[config.mk]
export PLATFORM = sky130hd
export DESIGN_NAME = if_id_skid_stage
export DESIGN_NICKNAME = d
export VERILOG_FILES = /design/src/rtl/if_id_skid_stage.sv
export SDC_FILE = /design/constraint.sdc
export NUM_CORES = 1
export LEC_CHECK = 0
export ABC_AREA = 1
export CAP_MARGIN = 20
export CELL_PAD_IN_SITES_DETAIL_PLACEMENT = 0
export CELL_PAD_IN_SITES_GLOBAL_PLACEMENT = 1
export CORE_ASPECT_RATIO = 1.25
export CORE_MARGIN = 3
export CORE_UTILIZATION = 40
export DETAILED_ROUTE_END_ITERATION = 16
export MAX_ROUTING_LAYER = met4
export PLACE_DENSITY = 0.91
export SYNTH_ARGS = -nofsm -noshare
export SYNTH_HDL_FRONTEND = slang
export SYNTH_SLANG_ARGS = --single-unit
[constraint.sdc]
create_clock -name clk -period 6.5 [get_ports clk]
set_input_delay 1.95 -clock clk [delete_from_list [all_inputs] [get_ports clk]]
set_output_delay 1.95 -clock clk [all_outputs]
set_load 0.02 [all_outputs]
[src/rtl/if_id_skid_stage.sv]
// ---------------------------------------------------------------------------
// if_id_skid_stage
//
// IF->ID pipeline stage carrying {PC, instruction} pairs with a valid/ready
// handshake. A main register drives the decode side; a skid register absorbs
// the one beat that fetch may still push after decode stalls. This lets fetch
// work from a registered in_ready. A flush drops everything held and presents
// a NOP bubble. A saturating counter records the stalled output cycles.
//
// Ports
//   clk        in   clock, rising edge
//   rst        in   asynchronous, active-high reset
//   flush      in   synchronous kill of all held entries
//   in_valid   in   fetch presents a beat
//   in_ready   out  stage accepts a beat (registered, state only)
//   in_pc      in   PC of incoming instruction
//   in_instr   in   incoming instruction
//   out_valid  out  decode-side beat valid
//   out_ready  in   decode accepts the beat
//   out_pc     out  PC of held instruction
//   out_instr  out  held instruction, NOP_INSTR when not valid
//   stall_cnt  out  saturating count of out_valid & !out_ready cycles
//   stall_clr  in   synchronous clear of stall_cnt
// ---------------------------------------------------------------------------
module if_id_skid_stage #(
    parameter int                 PC_W      = 16,
    parameter int                 INSTR_W   = 16,
    parameter logic [INSTR_W-1:0] NOP_INSTR = '0,
    parameter int                 CNT_W     = 16
) (
    input  logic               clk,
    input  logic               rst,
    input  logic               flush,
    input  logic               in_valid,
    output logic               in_ready,
    input  logic [PC_W-1:0]    in_pc,
    input  logic [INSTR_W-1:0] in_instr,
    output logic               out_valid,
    input  logic               out_ready,
    output logic [PC_W-1:0]    out_pc,
    output logic [INSTR_W-1:0] out_instr,
    output logic [CNT_W-1:0]   stall_cnt,
    input  logic               stall_clr
);

    // State is encoded by the two valid bits:
    //   EMPTY = !main, FULL = main & !skid, SKID = main & skid
    logic               main_vld_q,   main_vld_d;
    logic               skid_vld_q,   skid_vld_d;
    logic [PC_W-1:0]    main_pc_q,    main_pc_d;
    logic [INSTR_W-1:0] main_instr_q, main_instr_d;
    logic [PC_W-1:0]    skid_pc_q,    skid_pc_d;
    logic [INSTR_W-1:0] skid_instr_q, skid_instr_d;
    logic [CNT_W-1:0]   stall_cnt_q,  stall_cnt_d;

    // Saturating increment: holds at all-ones instead of wrapping.
    function automatic logic [CNT_W-1:0] sat_inc(input logic [CNT_W-1:0] v);
        if (v == {CNT_W{1'b1}}) begin
            return v;
        end
        return v + {{(CNT_W-1){1'b0}}, 1'b1};
    endfunction

    assign in_ready  = ~skid_vld_q;
    assign out_valid = main_vld_q;
    assign out_pc    = main_pc_q;
    assign out_instr = main_instr_q;
    assign stall_cnt = stall_cnt_q;

    always_comb begin
        main_vld_d   = main_vld_q;
        skid_vld_d   = skid_vld_q;
        main_pc_d    = main_pc_q;
        main_instr_d = main_instr_q;
        skid_pc_d    = skid_pc_q;
        skid_instr_d = skid_instr_q;

        if (flush) begin
            // Offered beat is dropped; out_pc keeps its last value.
            main_vld_d   = 1'b0;
            skid_vld_d   = 1'b0;
            main_instr_d = NOP_INSTR;
        end else if (!main_vld_q) begin
            if (in_valid) begin
                main_vld_d   = 1'b1;
                main_pc_d    = in_pc;
                main_instr_d = in_instr;
            end
        end else if (!skid_vld_q) begin
            if (in_valid && out_ready) begin
                main_pc_d    = in_pc;
                main_instr_d = in_instr;
            end else if (out_ready) begin
                main_vld_d   = 1'b0;
                main_instr_d = NOP_INSTR;
            end else if (in_valid) begin
                // Late beat accepted under registered in_ready goes to skid.
                skid_vld_d   = 1'b1;
                skid_pc_d    = in_pc;
                skid_instr_d = in_instr;
            end
        end else begin
            if (out_ready) begin
                skid_vld_d   = 1'b0;
                main_pc_d    = skid_pc_q;
                main_instr_d = skid_instr_q;
            end
        end
    end

    always_comb begin
        stall_cnt_d = stall_cnt_q;
        if (stall_clr) begin
            stall_cnt_d = '0;
        end else if (main_vld_q && !out_ready) begin
            stall_cnt_d = sat_inc(stall_cnt_q);
        end
    end

    always_ff @(posedge clk or posedge rst) begin
        if (rst) begin
            main_vld_q   <= 1'b0;
            skid_vld_q   <= 1'b0;
            main_pc_q    <= '0;
            main_instr_q <= NOP_INSTR;
            stall_cnt_q  <= '0;
        end else begin
            main_vld_q   <= main_vld_d;
            skid_vld_q   <= skid_vld_d;
            main_pc_q    <= main_pc_d;
            main_instr_q <= main_instr_d;
            stall_cnt_q  <= stall_cnt_d;
        end
    end

    // Skid payload is only meaningful while skid_vld_q is set.
    always_ff @(posedge clk) begin
        skid_pc_q    <= skid_pc_d;
        skid_instr_q <= skid_instr_d;
    end

endmodule
Word level (Yosys, flattened, before mapping)

Cells that the tools add are included.

Reduce and logical (&&, ||, !) cells: 11
Add/subtract/negate cells: 1
Muxes and demuxes: 29
Bitwise logic cells: 4
Equality and inequality tests: 6

Operator list:

| operator                                       | number |
|---|---|
| 2-to-1 mux 16 bit                              | 15 |
| adder 16 x 1 -> 16 bit (second input constant) | 1 |
| equality test 16 bit (second input constant)   | 1 |
| 2-to-1 mux 1 bit                               | 14 |
| != test 3 bit (second input constant)          | 2 |
| AND reduction 6 bit                            | 1 |
| nonzero test 2 bit                             | 3 |
| != test 4 x 3 -> 1 bit (second input constant) | 1 |
| != test 4 bit (second input constant)          | 1 |
| inverter 1 bit                                 | 4 |
| AND reduction 4 bit                            | 1 |
| != test 3 x 1 -> 1 bit (second input constant) | 1 |
| AND reduction 3 bit                            | 1 |
| nonzero test 3 bit                             | 1 |
| logical AND 1 bit                              | 2 |
| AND reduction 2 bit                            | 1 |
| zero test 1 bit                                | 1 |

Logic and storage cells: 58
Bits of input ports: 38
Output and inout bits: 50
Register bits after elaboration: 82

Longest topological paths before layout

Gate-level depths: netlist of the first run.

Depth after elaboration: 7
Gate-level depth with buffers: 10
Gate-level depth less buffers: 9

Least setup slack after synthesis of the first run

No wires, ideal clock.

Path kind: input-to-reg
From: input flush
To: register skid_instr_q[0] (enable)
Path slack: 0.832 ns
Path buffers: 0
Required time: 5.995 ns
Arrival time: 5.163 ns
Cell stages on the path: 1
Cell sequence: nor4_1

Cells in the longest elaborated chain, start to end: 2

Ends and longest elaborated chain:

| item                                 | RTL line | text |
|---|---|---|
| start, declared                      | 33       | `input logic flush,` |
| inverter 1 bit (no source line)      | -        |  |
| AND reduction 6 bit (no source line) | -        |  |
| end signal, assigned                 | 139      | `skid_instr_q <= skid_instr_d;` |
| end, declared                        | 53       | `logic [INSTR_W-1:0] skid_instr_q, skid_instr_d;` |

No other way between the ends.
A chain may end at the register's enable or synchronous reset.

Final worst setup path of the first run

From: input out_ready
To: register main_pc_q[15], in the netlist out_pc[15]

Cells in the longest elaborated chain, start to end: 3

Ends and longest elaborated chain:

| item                                    | RTL line | text |
|---|---|---|
| start, declared                         | 39       | `input logic out_ready,` |
| logical AND 1 bit                       | 90       | `if (in_valid && out_ready) begin` |
| != test 3 x 1 -> 1 bit (no source line) | -        |  |
| AND reduction 4 bit (no source line) *  | -        |  |
| end signal, assigned                    | 130      | `main_pc_q <= main_pc_d;` |
| end, declared                           | 50       | `logic [PC_W-1:0] main_pc_q, main_pc_d;` |

Every way passes the cells marked *; elsewhere a longest branch is shown, timed or not.

==> metrics.md, run 1 <==
| Metric | Value |
|---|---|
| Result of the run | `finished, final reports clean` |
| # hold bufs at CTS | `0` |
| Family with the most delay on the worst path | `simple AND/OR/NAND/NOR gates` |
| Crit Path Category | `input pin to register` |
| Portion of the post-synthesis area used by sequential elements | `58.1%` |
| Inst Count DP | `607` |
| Actual slew at the worst max-slew pin | `1.02 ns` |
| Clock input transition at the sequential cells of the worst setup and hold paths | `0.06 ns` |
| Antenna-violating nets left | `0` |
| Clock insertion delay at the later pin of the skew report | `0.33 ns` |
| Number of antenna repair diodes | `0` |
| Crit path launch type | `input pin` |
| Number of setup violations in the final report | `0` |
| Main combinational cell family by area after synthesis | `simple AND/OR/NAND/NOR gates` |
| Kind of capture point of the worst setup path | `register` |
| Placer's final routability congestion estimate | `0.789` |
| Final-stage net count | `535` |
| Worst slew margin | `31.8%` |
| R2R Setup Slk | `3.89 ns` |
| Worst EP arrival | `4.16 ns` |
| Overall via count from detail_route | `3055` |
| Maximum operating frequency | `257 MHz` |
| Max-cap violations | `0` |
| PostCTS Resize Cnt | `0` |
| Total die area | `0.0107 mm^2` |
| Net count after synthesis | `449` |
| Post-synthesis share of cell area spent on xor and xnor gates | `1.38%` |
| Post-synthesis cell type with the largest combined area | `sky130_fd_sc_hd__dfrtp_1` |
| Maximum buffer depth of the clock tree | `2` |
| Peak supply drop | `0.131 mV` |
| Fraction of final layout cells with drive strength greater than 1 | `8.98%` |
| Routed Wire Length | `8970 um` |
| CP Data Required Time | `6.76 ns` |
| H-tree Lvls | `3` |
| Area share of the leading cell type in the synthesized netlist | `32.9%` |
| Remaining Overflow, GRT | `0` |
| Die X | `93.3 um` |
| Final critical delay including setup and external delays | `3.90 ns` |
| Compound-Gate Fraction of Synth Area | `11.0%` |
| Count of state elements after synthesis | `82` |
| Total routing resource utilization after global routing | `18.2%` |
| Cell with the largest stage delay on the worst path | `sky130_fd_sc_hd__clkdlybuf4s50_1` |
| Arithmetic-cell share of the synthesized area counting full adders, half adders and majority gates | `0.329%` |
| Pwr Density | `251 mW/mm^2` |
| Detailed placer's ending HPWL | `6170 um` |
| Share of the clock period used by the worst path after layout | `60.0%` |
| Multiplexer fraction of the synthesized cell area | `0%` |
| Post-CTS Setup Repair Bufs | `0` |
| Count of flip-flops with a built-in enable after synthesis | `32` |
| RSZ-0062 raised after global routing | `false` |
| Number of vias per cell | `4.90` |
| Synthesized area | `0.00381 mm^2` |
| Final-report hold violation count | `0` |
| Count of input and output buffers | `87` |
| Maximum fanout along the worst path | `28` |
| Final Skew | `0.00602 ns` |
| Worst Setup Slack post-DPL | `2.26 ns` |
| Number of rows in the core area | `39` |
| Detailed Route Iter0 Violations | `130` |
| Area added between synthesis and finish | `32.4%` |
| Number of buffers created by CTS | `9` |
| Post-Layout Inst Area | `0.00504 mm^2` |
| Total cell area at the placement stage | `0.00475 mm^2` |
| Effective utilization at floorplan | `41.3%` |
| Number of iterations in the first detailed-routing pass | `4` |
| Number of top-level pins | `88` |
| Number of warnings printed during yosys synthesis | `0` |
| Detailed-route wire length per cell | `14.4 um` |
| Synthesized netlist cell count | `410` |
| Most common cell in the netlist | `sky130_fd_sc_hd__nand2_1` |
| Antenna violations before repair | `0` |
| Leakage power total | `2.11 nW` |
| HP Class | `register to register` |
| Clk Tree Root Cell | `sky130_fd_sc_hd__clkbuf_16` |
| Post-synthesis share of cell area spent on and, or, nand and nor gates | `23.2%` |
| Smallest setup slack after layout | `2.60 ns` |
| Global-route wire length before repair | `14900 um` |
| Residual DRC | `0` |
| Clock tree from TritonCTS | `built` |
| Peak per-stage delay on the critical path | `0.58 ns` |
| Maximum number of pins on one net before global-route repair | `51` |
| Count of different cell masters after synthesis | `35` |
| Hold slack final | `0.508 ns` |
| Number of clock sinks seen by CTS | `82` |
| Synth top cells by count | `sky130_fd_sc_hd__nand2_1 (151), sky130_fd_sc_hd__dfrtp_1 (50), sky130_fd_sc_hd__edfxtp_1 (32), sky130_fd_sc_hd__inv_1 (29), sky130_fd_sc_hd__nor2_1 (28)` |
| Via count of the first global-routing pass | `3058` |
| Leading post-synthesis cells by cell area | `sky130_fd_sc_hd__dfrtp_1 (33%), sky130_fd_sc_hd__edfxtp_1 (25%), sky130_fd_sc_hd__nand2_1 (15%), sky130_fd_sc_hd__o21ai_0 (2.9%), sky130_fd_sc_hd__inv_1 (2.9%)` |
| Cell breakdown of the critical path | `clkdlybuf4s50_1 > inv_2 > nand2_4 > inv_2 > o21ai_4 > nand2_4 > nor2_4 > nand2_1 > nand2_1` |
| Area of the core | `0.00922 mm^2` |
| Die H | `115 um` |
| Count of non-filler cells in the finished layout | `624` |
| Most used flip-flop cell after synthesis | `sky130_fd_sc_hd__dfrtp_1` |
| Mean post-synth cell area | `9.29 um^2` |
| Ys async rst share | `61.0%` |
| Final slew viol count | `0` |
| Setup TNS | `0 ns` |
| Worst path buffer plus inverter count | `3` |
[state kept, by name, summed over array words and instances, names as in the netlist]
| register | cells |
|---|---|
| skid_pc_q | 16 |
| out_pc | 16 |
| out_valid | 1 |
| out_instr | 16 |
| stall_cnt | 16 |
| skid_vld_q | 1 |
| skid_instr_q | 16 |
[final timing paths]
path	cells after the start	from	end
worst max register to register	4	out_valid	out_instr[6]
max in group asynchronous	3	rst	out_pc[3]
worst min register to register	2	out_pc[13]	out_pc[13]
min in group asynchronous	2	rst	stall_cnt[10]
worst min-delay path	2	out_pc[13]	out_pc[13]
worst max-delay path	9	out_ready	out_pc[15]
[worst min-delay path: cells and delay by family (launching register included)]
| family | cells | cell delay, ns |
|---|---|---|
| flip-flops | 1 | 0.36 |
| AO/OA/AOI/OAI | 1 | 0.07 |
| AND/OR/NAND/NOR | 1 | 0.05 |
[where the power goes]
group          switching (W)  total [W]  internal [W]
sequential         0.0000212   0.000592      0.000571
clock               0.000187   0.000466      0.000279
combinational       0.000113   0.000208     0.0000948
total               0.000322    0.00127      0.000945
[final cells by class]
| type | instances | area, um^2 |
|---|---|---|
| Clock inverter | 2 | 12.5 |
| Timing Repair Buffer | 90 | 906 |
| Clock buffer | 14 | 264 |
| Multi-Input combinational cell | 281 | 1380 |
| Sequential cell | 82 | 2210 |
| Tap cell | 123 | 154 |
| Fill cell | 790 | 4180 |
| Inverter | 32 | 120 |
[cell families after synthesis]
family | count (synthesis)
buffers and inverters | 47
XOR/XNOR | 6
adder cells (fa/ha/maj) | 1
AO/OA/AOI/OAI | 64
AND/OR/NAND/NOR | 210
flip-flops | 82
[per-layer routing]
metal,vias to the layer above,global-route usage [%],share of wire [%],routed length (um)
met3,11,4.19,4.9,439
met4,0,5.96,1.3,117
met1,1441,22.9,44,3980
li1,1519,-,-,-
met5,-,-,0,0
met2,84,28.9,49,4430
[cells in the final DEF (no fill, tap or decap), types with 3 or more instances in the layout]
master / n
sky130_fd_sc_hd__inv_1: 28
sky130_fd_sc_hd__o21ai_2: 11
sky130_fd_sc_hd__nand3_1: 14
sky130_fd_sc_hd__o22ai_1: 11
sky130_fd_sc_hd__clkbuf_1: 3
sky130_fd_sc_hd__nand2_1: 151
sky130_fd_sc_hd__nand2_2: 3
sky130_fd_sc_hd__edfxtp_1: 32
sky130_fd_sc_hd__dfrtp_1: 50
sky130_fd_sc_hd__clkdlybuf4s50_1: 87
sky130_fd_sc_hd__inv_2: 4
sky130_fd_sc_hd__clkbuf_16: 9
sky130_fd_sc_hd__nand4_1: 4
sky130_fd_sc_hd__nor2_1: 28
sky130_fd_sc_hd__xor2_1: 4
sky130_fd_sc_hd__a22oi_1: 7
sky130_fd_sc_hd__o21ai_0: 22
sky130_fd_sc_hd__o21ai_1: 5
[metrics by stage]
| step | util [%] | power (W) |
|---|---|---|
| final | 54.7 | 0.00127 |
| after CTS | 54.5 | 0.00128 |
| after global placement | 51.5 | 0.000806 |
| after global routing | 54.7 | 0.00133 |
| after floorplan | - | 0.000707 |
| after detailed placement | 51.5 | 0.000811 |
Note: power is estimated with default switching activity, not from simulation.
==> run 2: changes to the inputs <==
- CORE_UTILIZATION: 40 -> 34
- PLACE_DENSITY: 0.91 -> 0.83
- clock period: 6.5 -> 3.25 ns (I/O delays scaled with it)
==> run 2 against run 1 <==
Against the previous run:
- sequential power grew 100%
- cell count is 2.1% higher
- power up 110%
- highest routed layer unchanged
==> metrics.md, run 2 (synthesized netlist as in run 1, its figures left out) <==
| Metric | Value |
|---|---|
| Result of the run | `finished, final reports clean` |
| Crit path launch type | `register` |
| Critical path origin | `skid_vld_q` |
| Reg-to-reg startpoint | `out_valid` |
| Maximum fanout along the worst path | `4` |
| Met1 track demand over resource | `19.1%` |
| Utilization of the core after routing | `47.7%` |
| Crit Path Category | `register to output port` |
| Maximum number of pins on one net before global-route repair | `39` |
| Met2 track demand over resource in global routing | `25.8%` |
| Residual DRC | `0` |
| Via count of the first global-routing pass | `3138` |
| Peak per-stage delay on the critical path | `0.60 ns` |
| Cell breakdown of the critical path | `inv_2 > clkdlybuf4s50_1` |
| Share of the clock period used by the worst path after layout | `74.9%` |
| Detailed-route wire length per cell | `14.3 um` |
| Die H | `124 um` |
| Placer's final routability congestion estimate | `0.764` |
| Detailed placer's ending HPWL | `6570 um` |
| Actual slew at the worst max-slew pin | `0.970 ns` |
| Effective utilization at floorplan | `35.4%` |
| PostCTS Resize Cnt | `0` |
| Number of setup violations in the final report | `0` |
| Post-CTS Setup Repair Bufs | `0` |
| Number of clock sinks seen by CTS | `82` |
| Final-stage net count | `539` |
| Final critical delay including setup and external delays | `2.43 ns` |
| Setup TNS | `0 ns` |
| Family with the most delay on the worst path | `buffers and inverters` |
| Number of rows in the core area | `42` |
| Die X | `101 um` |
| Antenna violations before repair | `0` |
| Final slew viol count | `0` |
| Remaining Overflow, GRT | `0` |
| Met3 track demand over resource in global routing | `2.75%` |
| # hold bufs at CTS | `0` |
| Maximum buffer depth of the clock tree | `2` |
| Number of vias per cell | `4.75` |
| Area of the core | `0.0108 mm^2` |
| Pwr Density | `523 mW/mm^2` |
| Fraction of final layout cells with drive strength greater than 1 | `10.1%` |
| Worst path buffer plus inverter count | `2` |
| Leading cell type in the layout, fill and taps excluded | `sky130_fd_sc_hd__nand2_1` |
| Number of antenna repair diodes | `0` |
| Launch point of the worst hold path | `out_pc[6]` |
| Maximum operating frequency | `411 MHz` |
| CP Data Required Time | `2.27 ns` |
| Clock input transition at the sequential cells of the worst setup and hold paths | `0.06 ns` |
| Clock insertion delay at the later pin of the skew report | `0.34 ns` |
| Max-cap violations | `0` |
| Most used routing layer | `met2` |
| Most frequent cells in the layout | `sky130_fd_sc_hd__nand2_1 (151), sky130_fd_sc_hd__clkdlybuf4s50_1 (87), sky130_fd_sc_hd__dfrtp_1 (50)` |
| Worst EP arrival | `1.46 ns` |
| Final-report hold violation count | `0` |
| Antenna-violating nets left | `0` |
| Clk Tree Root Cell | `sky130_fd_sc_hd__clkbuf_16` |
| HP Class | `register to register` |
| Total routing resource utilization after global routing | `15.8%` |
| Cell with the largest stage delay on the worst path | `sky130_fd_sc_hd__clkdlybuf4s50_1` |
| Clock tree from TritonCTS | `built` |
| RSZ-0062 raised after global routing | `false` |
| Detailed Route Iter0 Violations | `172` |
| Global-route wire length before repair | `15200 um` |
| Number of iterations in the first detailed-routing pass | `5` |
| Leakage power total | `2.15 nW` |
| Number of top-level pins | `88` |
| Peak supply drop | `0.267 mV` |
| Worst slew margin | `35.3%` |
| Final Power | `0.00269 W` |
| Count of input and output buffers | `87` |
| Area added between synthesis and finish | `35.0%` |
| Final Skew | `0.00476 ns` |
| Overall via count from detail_route | `3027` |
| Total die area | `0.0125 mm^2` |
| Kind of capture point of the worst setup path | `output port` |
| Number of buffers created by CTS | `9` |
| H-tree Lvls | `3` |
| Routed Wire Length | `9130 um` |
[run 2: per-layer routing]
layer  vias to the layer above  routed length [um]  part of all wire, %
li1                       1528                   -                    -
met1                      1412                3960                   43
met2                        75                4640                   51
met3                        12                 378                  4.1
met4                         0                 157                  1.7
met5                         -                   0                    0
[run 2: final cells by class]
cell class,instances,area [um^2]
clock buffers,12,268
clock inverters,4,56.3
fillers,1017,5630
inverters,32,120
multi-input cells,281,1380
flip-flops and latches,82,2210
well taps,132,165
repair buffers,94,936
[run 2: where the power goes]
group          internal (W)  total, W  switching (W)
clock network      0.000668   0.00107       0.000406
logic              0.000194  0.000423       0.000229
registers           0.00114   0.00119      0.0000476
total               0.00200   0.00269       0.000683
[run 2: worst reg2reg max path, delay by kind of cell (launching register included)]
family                 cells  cell delay (ns)
AO/OA/AOI/OAI              2             0.42
flip-flops                 1             0.46
buffers and inverters      2             0.97
AND/OR/NAND/NOR            1             0.08
[run 2: path summary, 6_finish.rpt]
path                                endpoint  slack (ns)  cells past startpoint
min in group asynchronous       out_instr[5]        0.93                      2
worst min-delay path               out_pc[6]        0.52                      2
worst min register to register     out_pc[6]        0.52                      2
worst max register to register  out_instr[1]        1.24                      5
worst max-delay path                in_ready        0.82                      2
max in group asynchronous         out_pc[13]        1.82                      3
[run 2: per-stage QoR]
stage / hold WS [ns] / instances / cell area [um^2] / setup slack [ns]
2_1_floorplan: 0.506 / 410 / 3820 / 0.653
3_3_place_gp: 0.507 / 621 / 4820 / 0.507
3_5_place_dp: 0.495 / 621 / 4820 / 0.443
4_1_cts: 0.523 / 637 / 5140 / 0.793
5_1_grt: 0.548 / 637 / 5140 / 0.637
6_report: 0.516 / 637 / 5140 / 0.816
==> run 3: changes to the inputs <==
- CORE_UTILIZATION: 34 -> 38
- PLACE_DENSITY: 0.83 -> 0.87
- clock period: 3.25 -> 2.5 ns (I/O delays scaled with it)
==> run 3 against run 2 <==
Against the previous run:
- count of clock-buffer cells in the layout down 2
- clock power up 9%
- first-iteration DRC count is 8.1% lower
- utilization grew 5.0 points
- flip-flop and latch count unchanged
- combinational power grew 31%
- sequential power grew 29%
- clock skew increased by 0.0017 ns
- setup slack lost 0.54 ns
- power rose by 22%
- register-to-register slack lost 0.38 ns
- hold slack worse by 0.0099 ns
==> metrics.md, run 3 (synthesized netlist as in run 1, its figures left out) <==
| Metric | Value |
|---|---|
| Hold slack final | `0.507 ns` |
| Global-route wire length before repair | `15000 um` |
| Actual slew at the worst max-slew pin | `0.445 ns` |
| Overall via count from detail_route | `3060` |
| Sw power | `0.000867 W` |
| Pwr Density | `639 mW/mm^2` |
| Number of rows in the core area | `40` |
| Utilization of the core after routing | `52.7%` |
| Crit path launch type | `register` |
| Final slew viol count | `0` |
| Die X | `95.5 um` |
| Most frequent cells in the layout | `sky130_fd_sc_hd__nand2_1 (151), sky130_fd_sc_hd__clkdlybuf4s50_1 (87), sky130_fd_sc_hd__dfrtp_1 (50)` |
| Number of vias per cell | `4.82` |
| Detailed Route Iter0 Violations | `158` |
| Stages on the worst setup path | `2` |
| Via count of the first global-routing pass | `3110` |
| Crit path capture | `in_ready` |
| Detailed placer's ending HPWL | `6470 um` |
| Count of input and output buffers | `87` |
| Maximum operating frequency | `450 MHz` |
| Maximum number of pins on one net before global-route repair | `51` |
| Number of antenna repair diodes | `0` |
| Fraction of final layout cells with drive strength greater than 1 | `10.6%` |
| Reg-to-reg startpoint | `out_valid` |
| Fill cell count | `908` |
| Crit Path Category | `register to output port` |
| Crit Reg-Reg Endpoint | `out_instr[0]` |
| Peak supply drop | `0.350 mV` |
| Inst Count DP | `620` |
| Cell with the largest stage delay on the worst path | `sky130_fd_sc_hd__clkdlybuf4s50_1` |
| Number of setup violations in the final report | `0` |
| Number of top-level pins | `88` |
| Area of the core | `0.00971 mm^2` |
| Die H | `118 um` |
| Smallest setup slack after layout | `0.278 ns` |
| Placer's final routability congestion estimate | `0.845` |
| Routed Wire Length | `9100 um` |
| Maximum buffer depth of the clock tree | `2` |
| Leading cell type in the layout, fill and taps excluded | `sky130_fd_sc_hd__nand2_1` |
| Worst slew margin | `70.3%` |
| Count of non-filler cells in the finished layout | `635` |
| Logic pwr share | `17.0%` |
| CP Data Required Time | `1.75 ns` |
| Total routing resource utilization after global routing | `17.3%` |
| Detailed-route wire length per cell | `14.3 um` |
| Clock insertion delay at the later pin of the skew report | `0.33 ns` |
| Net switching fraction of the power | `26.5%` |
| Final-stage net count | `544` |
| Sequential group share of total power | `47.2%` |
| Peak per-stage delay on the critical path | `0.62 ns` |
| Post-Layout Inst Area | `0.00512 mm^2` |
| Worst path buffer plus inverter count | `2` |
| Fraction of power consumed by the clock network | `35.9%` |
| Worst reg2reg path depth | `5` |
| Maximum fanout along the worst path | `4` |
| Worst Setup Slack post-DPL | `-0.00825 ns` |
| Clk Tree Root Cell | `sky130_fd_sc_hd__clkbuf_16` |
| Effective utilization at floorplan | `39.2%` |
| Final-report hold violation count | `0` |
| Antenna violations before repair | `0` |
| H-tree Lvls | `3` |
| Residual DRC | `0` |
| Antenna-violating nets left | `0` |
| Clock input transition at the sequential cells of the worst setup and hold paths | `0.06 ns` |
| HP Class | `register to register` |
| PostCTS Resize Cnt | `0` |
| Total die area | `0.0113 mm^2` |
| Leakage power total | `2.15 nW` |
| RSZ-0062 raised after global routing | `false` |
| Number of iterations in the first detailed-routing pass | `4` |
| Post-CTS Setup Repair Bufs | `0` |
| Clock tree from TritonCTS | `built` |
| Critical path origin | `skid_vld_q` |
| Internal portion of total power | `0.00241 W` |
| Kind of capture point of the worst setup path | `output port` |
| Remaining Overflow, GRT | `0` |
| Final critical delay including setup and external delays | `2.22 ns` |
| Worst EP arrival | `1.47 ns` |
| Number of buffers created by CTS | `9` |
| Family with the most delay on the worst path | `buffers and inverters` |
| Area added between synthesis and finish | `34.5%` |
| Share of the clock period used by the worst path after layout | `88.9%` |
| Cell breakdown of the critical path | `inv_2 > clkdlybuf4s50_1` |
| # hold bufs at CTS | `0` |
| Final Skew | `0.00645 ns` |
| Max-cap violations | `0` |
| Result of the run | `finished, final reports clean` |
| Total cell area at the placement stage | `0.00486 mm^2` |
| Number of clock sinks seen by CTS | `82` |
| R2R Setup Slk | `0.86 ns` |
-- run 3: area by class of cell --
type,count,area (um^2),area share (%)
well taps,126,158,3.08
clock inverters,5,32.5,0.635
multi-input cells,281,1380,27.0
flip-flops and latches,82,2210,43.2
inverters,32,120,2.35
clock buffers,10,229,4.47
repair buffers,99,986,19.3
-- run 3: worst register-to-register path, stage by stage, from the launching register on --
cell	delay, ns
sky130_fd_sc_hd__dfrtp_1	0.47
sky130_fd_sc_hd__nand2_1	0.31
sky130_fd_sc_hd__inv_1	0.12
sky130_fd_sc_hd__buf_4	0.32
sky130_fd_sc_hd__a22oi_1	0.17
sky130_fd_sc_hd__o22ai_1	0.16
-- run 3: worst min path at each step --
| stage | to | cells past startpoint | from |
|---|---|---|---|
| 2_1_floorplan | out_instr[0] | 2 | skid_instr_q[0] |
| 3_3_place_gp | out_pc[9] | 2 | out_pc[9] |
| 3_5_place_dp | out_pc[13] | 2 | out_pc[13] |
| 4_1_cts | out_pc[6] | 2 | out_pc[6] |
| 5_1_grt | out_pc[1] | 2 | out_pc[1] |
| 6_report | out_pc[6] | 2 | out_pc[6] |
-- run 3: metal layers --
layer  wire length [um]  track usage, %  up-vias
met4                165            6.49        0
met2               4760            29.1       84
met3                473            3.39       13
met5                  0               -        -
met1               3700            20.3     1426
li1                   -               -     1537
-- run 3: through the flow --
| stage | total power (W) | TNS (ns) |
|---|---|---|
| global route | 0.00341 | 0 |
| detailed placement | 0.00213 | -0.0144 |
| global placement | 0.00212 | 0 |
| finish | 0.00327 | 0 |
| floorplan | 0.00184 | 0 |
| CTS | 0.00331 | 0 |
-- run 3: power groups by stage --
stage	registers (W)	logic, W	clock network (W)
2_1_floorplan	0.00165	0.000192	0
6_report	0.00154	0.000555	0.00117
5_1_grt	0.00155	0.000607	0.00125
3_3_place_gp	0.00157	0.000550	0
3_5_place_dp	0.00156	0.000561	0
4_1_cts	0.00154	0.000563	0.00120
